[src/rtl/rect_frame_ctl.sv]
// Rectangle overlay on the VGA stream. The host writes geometry and colour into shadow registers,
// and a COMMIT copies them into the active set on the next vblank rising edge, so a frame never tears.
module rect_frame_ctl #(
  parameter logic [10:0] X_INIT   = 11'd100,
  parameter logic [10:0] Y_INIT   = 11'd100,
  parameter logic [10:0] W_INIT   = 11'd50,
  parameter logic [10:0] H_INIT   = 11'd50,
  parameter logic [11:0] RGB_INIT = 12'hA0A
) (
  input  logic        pclk,
  input  logic        rst,
  input  logic [10:0] hcount_in,
  input  logic        hsync_in,
  input  logic        hblnk_in,
  input  logic [10:0] vcount_in,
  input  logic        vsync_in,
  input  logic        vblnk_in,
  input  logic [11:0] rgb_in,
  input  logic        cfg_valid,
  output logic        cfg_ready,
  input  logic [2:0]  cfg_addr,
  input  logic [11:0] cfg_data,
  output logic [10:0] hcount_out,
  output logic        hsync_out,
  output logic        hblnk_out,
  output logic [10:0] vcount_out,
  output logic        vsync_out,
  output logic        vblnk_out,
  output logic [11:0] rgb_out,
  output logic [7:0]  commit_cnt
);

  typedef enum logic [0:0] {IDLE, ARMED} state_t;

  localparam logic [2:0] ADDR_X      = 3'd0;
  localparam logic [2:0] ADDR_Y      = 3'd1;
  localparam logic [2:0] ADDR_W      = 3'd2;
  localparam logic [2:0] ADDR_H      = 3'd3;
  localparam logic [2:0] ADDR_RGB    = 3'd4;
  localparam logic [2:0] ADDR_COMMIT = 3'd5;

  state_t      state_reg, state_next;
  logic        cfg_ready_reg;
  logic        vblnk_d_reg;
  logic        commit_now;
  logic        cfg_fire;
  logic        vblnk_rise;

  logic [10:0] sh_x_reg, sh_y_reg, sh_w_reg, sh_h_reg;
  logic [11:0] sh_rgb_reg;
  logic [10:0] act_x_reg, act_y_reg, act_w_reg, act_h_reg;
  logic [11:0] act_rgb_reg;
  logic [7:0]  commit_cnt_reg;

  logic [11:0] x_end, y_end;
  logic        hit;

  assign cfg_fire   = cfg_valid && cfg_ready_reg;
  assign vblnk_rise = vblnk_in && !vblnk_d_reg;

  always_comb begin
    state_next = state_reg;
    commit_now = 1'b0;
    case (state_reg)
      IDLE: begin
        // An edge coinciding with the COMMIT write is ignored: the commit waits for the next one.
        if (cfg_fire && (cfg_addr == ADDR_COMMIT)) state_next = ARMED;
      end
      ARMED: begin
        if (vblnk_rise) begin
          commit_now = 1'b1;
          state_next = IDLE;
        end
      end
      default: state_next = IDLE;
    endcase
  end

  always_ff @(posedge pclk) begin
    if (rst) begin
      state_reg     <= IDLE;
      cfg_ready_reg <= 1'b0;
      vblnk_d_reg   <= 1'b0;
    end else begin
      state_reg     <= state_next;
      cfg_ready_reg <= (state_next == IDLE);
      vblnk_d_reg   <= vblnk_in;
    end
  end

  // Shadow set: host-visible, written only while the controller is accepting writes.
  always_ff @(posedge pclk) begin
    if (rst) begin
      sh_x_reg   <= X_INIT;
      sh_y_reg   <= Y_INIT;
      sh_w_reg   <= W_INIT;
      sh_h_reg   <= H_INIT;
      sh_rgb_reg <= RGB_INIT;
    end else if (cfg_fire) begin
      case (cfg_addr)
        ADDR_X:   sh_x_reg   <= cfg_data[10:0];
        ADDR_Y:   sh_y_reg   <= cfg_data[10:0];
        ADDR_W:   sh_w_reg   <= cfg_data[10:0];
        ADDR_H:   sh_h_reg   <= cfg_data[10:0];
        ADDR_RGB: sh_rgb_reg <= cfg_data;
        default:  ;
      endcase
    end
  end

  always_ff @(posedge pclk) begin
    if (rst) begin
      act_x_reg      <= X_INIT;
      act_y_reg      <= Y_INIT;
      act_w_reg      <= W_INIT;
      act_h_reg      <= H_INIT;
      act_rgb_reg    <= RGB_INIT;
      commit_cnt_reg <= 8'd0;
    end else if (commit_now) begin
      act_x_reg      <= sh_x_reg;
      act_y_reg      <= sh_y_reg;
      act_w_reg      <= sh_w_reg;
      act_h_reg      <= sh_h_reg;
      act_rgb_reg    <= sh_rgb_reg;
      commit_cnt_reg <= commit_cnt_reg + 8'd1;
    end
  end

  // One extra bit keeps X+W and Y+H from wrapping near the top of the 11-bit range.
  assign x_end = {1'b0, act_x_reg} + {1'b0, act_w_reg};
  assign y_end = {1'b0, act_y_reg} + {1'b0, act_h_reg};

  always_comb begin
    hit = (act_w_reg != 11'd0) && (act_h_reg != 11'd0) &&
          (hcount_in >= act_x_reg) && ({1'b0, hcount_in} < x_end) &&
          (vcount_in >= act_y_reg) && ({1'b0, vcount_in} < y_end);
  end

  always_ff @(posedge pclk) begin
    if (rst) begin
      hcount_out <= 11'd0;
      hsync_out  <= 1'b0;
      hblnk_out  <= 1'b0;
      vcount_out <= 11'd0;
      vsync_out  <= 1'b0;
      vblnk_out  <= 1'b0;
      rgb_out    <= 12'h000;
    end else begin
      hcount_out <= hcount_in;
      hsync_out  <= hsync_in;
      hblnk_out  <= hblnk_in;
      vcount_out <= vcount_in;
      vsync_out  <= vsync_in;
      vblnk_out  <= vblnk_in;
      rgb_out    <= (hblnk_in || vblnk_in) ? rgb_in : (hit ? act_rgb_reg : rgb_in);
    end
  end

  assign cfg_ready  = cfg_ready_reg;
  assign commit_cnt = commit_cnt_reg;

endmodule
[config.mk]
export PLATFORM = sky130hd
export DESIGN_NAME = rect_frame_ctl
export DESIGN_NICKNAME = d
export VERILOG_FILES = /design/src/rtl/rect_frame_ctl.sv
export SDC_FILE = /design/constraint.sdc
export NUM_CORES = 1
export LEC_CHECK = 0
export BUFFER_PORTS_ARGS = -buffer_cell sky130_fd_sc_hd__buf_2
export CORE_MARGIN = 10
export CORE_UTILIZATION = 54
export DETAILED_ROUTE_END_ITERATION = 10
export PLACE_DENSITY_LB_ADDON = 0.1
export SLEW_MARGIN = 20
export SYNTH_ARGS = -nofsm -noshare
export SYNTH_HDL_FRONTEND = slang
export SYNTH_SLANG_ARGS = --single-unit
[constraint.sdc]
create_clock -name pclk -period 5.41 [get_ports pclk]
set_input_delay 0.541 -clock pclk [delete_from_list [all_inputs] [get_ports pclk]]
set_output_delay 0.541 -clock pclk [all_outputs]
set_load 0.1 [all_outputs]
==> impl_metrics.toml <==
[status]
outcome = "finished clean"

[finish]
drive_above_1_share = 0.161
antenna_cells = 0
final_cell_area_sq_um = 8780
area_growth_pct = 17.1
fill_cells = 1160
final_common_cell = "dfxtp_1"
final_cell_mix = "dfxtp_1, nand2_1, buf_2, a21oi_1, ha_1"
fin_cells = 1122
final_nets = 1056

[floorplan]
initial_utilization = 0.559
die_x_microns = 138
die_area_sq_um = 19000
ioPinCount = 103
core_area_sq_um = 13400
placementRows = 42
fp.dieH_microns = 138

[yosys]
ys.flop_type = "dfxtp_1"
async_reset_ff_frac = 0
synth_area_sq_um = 7490
synth_top_area_cell = "dfxtp_1"
yosysTopAreaCellShare = 0.427
synth_nets = 968
synth_seq_cells = 160
synth_cells = 845
synth_cell_type_count = 48
ys_warn_count = 0
synthTopCellsByArea = "dfxtp_1, ha_1, nand2_1"
syn_area_per_cell_sq_um = 8.87
synth_enable_flop_cells = 0
ys_seq_area_frac = 0.427

[timing]
setup_slack_ns = 1.26
drv_slew = 0
worst_pin_slew_ns = 1.06
period_share = 0.767
tns_ns = 0
fmax_mhz = 241
rsz0062_at_grt = "false"
final-hold-violation-count = 0
clock-skew-final_ns = 0.00431
finalSetupViolCount = 0
min_period_ns = 4.15
slew_headroom = 0.291

[clock_tree]
cts_sinks = 160
h-tree-depth = 4
clkSlewWorstSetupHoldPaths_ns = 0.06
cts_buffers = 17
cts_resized = 0
cts_tree = "built"
hold_buffers = 0
max-clock-path-buffers = 2
cts-root-buf = "clkbuf_16"
clk_latency_ns = 0.42
postCtsSetupBuffers = 0

[worst_setup_path]
crit_family = "compound AO/OA/AOI/OAI gates"
worstPathCellList = "ha_1 > inv_1 > fa_1 > nor2b_1 > o21ai_0 > a21oi_1 > o21ai_1 > a21oi_1 > and4_1 > nor3_1 > ha_1 > a2111oi_0 > o21ai_0 > o211ai_1 > a41oi_2 > nor4_4 > buf_6 > mux2i_1"
critPathLaunchType = "register"
cp_max_fo = 8
worstSetupEndpointType = "register"
crit_type = "reg -> reg"
worstPathArrival_ns = 4.50
max_stage_delay_ns = 0.47
worst-path-buf-inv = 2
worstPathRequired_ns = 5.76
cp_slowest_cell = "nor4_4"

[global_route]
grt_max_degree = 118
grt_pass1_vias = 5816
overflow = 0
antenna_found_initial = 0
grt_pass1_wl_microns = 28800
grt_usage = 0.191

[place]
place_congestion = 0.863
io_buffers = 102
dp_hpwl_microns = 13000
place_area_sq_um = 8120
dp_slack_ns = 1.01
dp.cells = 1089

[power_and_ir_drop]
finalPower_mw = 2.79
power_density_nw_per_um2 = 318
peakVddDrop_uv = 212
cellLeakagePower_nw = 3.84

[route]
avgViaCountPerCell = 5.32
drt_iter0_drc = 291
routedWlPerCell_microns = 15.8
final_antenna_net_count = 0
first_pass_iters = 5
num_vias = 5974
drc = 0
wl_microns = 17800

[min_path]
hold_path.class = "in -> reg"

[job]
cap_violations = 0
## routing by layer
metal / global-route usage / vias up / wire length, microns
met5: 0 / - / 0
li1: - / 3054 / -
met3: 0.0517 / 15 / 1090
met1: 0.242 / 2771 / 8230
met2: 0.307 / 134 / 8230
met4: 0.0626 / 0 / 226
## where the power goes
group          switching, mW  leakage [nW]  internal [mW]
combinational          0.209          2.21         0.0746
clock                  0.485         0.321          0.813
sequential           0.00899          1.30           1.20
## cells in the mapped netlist (2+ instances only)
| cell | number |
|---|---|
| o211ai_1 | 3 |
| o21ai_1 | 3 |
| dfxtp_1 | 160 |
| o31ai_1 | 2 |
| o21ai_0 | 11 |
| a31oi_1 | 4 |
| a21o_1 | 5 |
| nor2_1 | 62 |
| clkbuf_1 | 31 |
| buf_1 | 6 |
| a2111oi_2 | 2 |
| nor2b_1 | 37 |
| nand4_1 | 9 |
| nor4_4 | 2 |
| nand2b_1 | 32 |
| o21a_1 | 4 |
| buf_2 | 2 |
| nor4_1 | 11 |
| nand3_1 | 8 |
| mux2i_1 | 44 |
| nor3_1 | 6 |
| ha_1 | 65 |
| nand2_1 | 147 |
| inv_1 | 36 |
| fa_1 | 2 |
| xor2_1 | 11 |
| or2_2 | 3 |
| a211o_1 | 16 |
| a211oi_1 | 3 |
| a21oi_1 | 70 |
| xnor2_1 | 12 |
| nand3b_1 | 20 |
## worst paths after layout
check,start,endpoint,slack (ns),cells past startpoint
max,act_y_reg[0],rgb_out[10],1.26,18
min,cfg_data[11],sh_rgb_reg[11],0.32,2
max reg2reg,act_y_reg[0],rgb_out[10],1.26,18
min reg2reg,sh_w_reg[9],act_w_reg[9],0.45,2
## cell families (layout without fill, tap and decap cells)
group | count (synthesis) | in the layout | synth area share
and+or+nand+nor | 342 | 342 | 0.221
AOI/OAI and AO/OA | 133 | 133 | 0.112
DFF | 160 | 160 | 0.427
xor gates and xnor gates | 23 | 23 | 0.0269
adders and majority gates | 67 | 67 | 0.114
muxes | 44 | 44 | 0.0588
buffers and inverters | 76 | 177 | 0.0394
## area by class of cell
class	count	area, sq um	area share
flip-flops and latches	160	3200	0.365
clock buffers	20	467	0.0532
inverters	36	135	0.0154
well taps	176	220	0.0251
clock inverters	12	179	0.0204
multi-input cells	609	4000	0.456
repair buffers	109	569	0.0649
## worst reg2reg max path: stages, from the launching register on
cell and delay [ns]:
dfxtp_1 0.36, ha_1 0.18, inv_1 0.05, fa_1 0.39, nor2b_1 0.12, o21ai_0 0.12
a21oi_1 0.24, o21ai_1 0.11, a21oi_1 0.28, and4_1 0.24, nor3_1 0.05, ha_1 0.20
a2111oi_0 0.33, o21ai_0 0.15, o211ai_1 0.24, a41oi_2 0.10, nor4_4 0.48, buf_6 0.24
mux2i_1 0.20
## metrics by stage
step,hold WS [ns],utilization
global route,0.312,0.655
detailed placement,0.445,0.606
floorplan,0.431,-
global placement,0.437,0.606
finish,0.322,0.655
CTS,0.309,0.654
(Power assumes the default switching activity.)
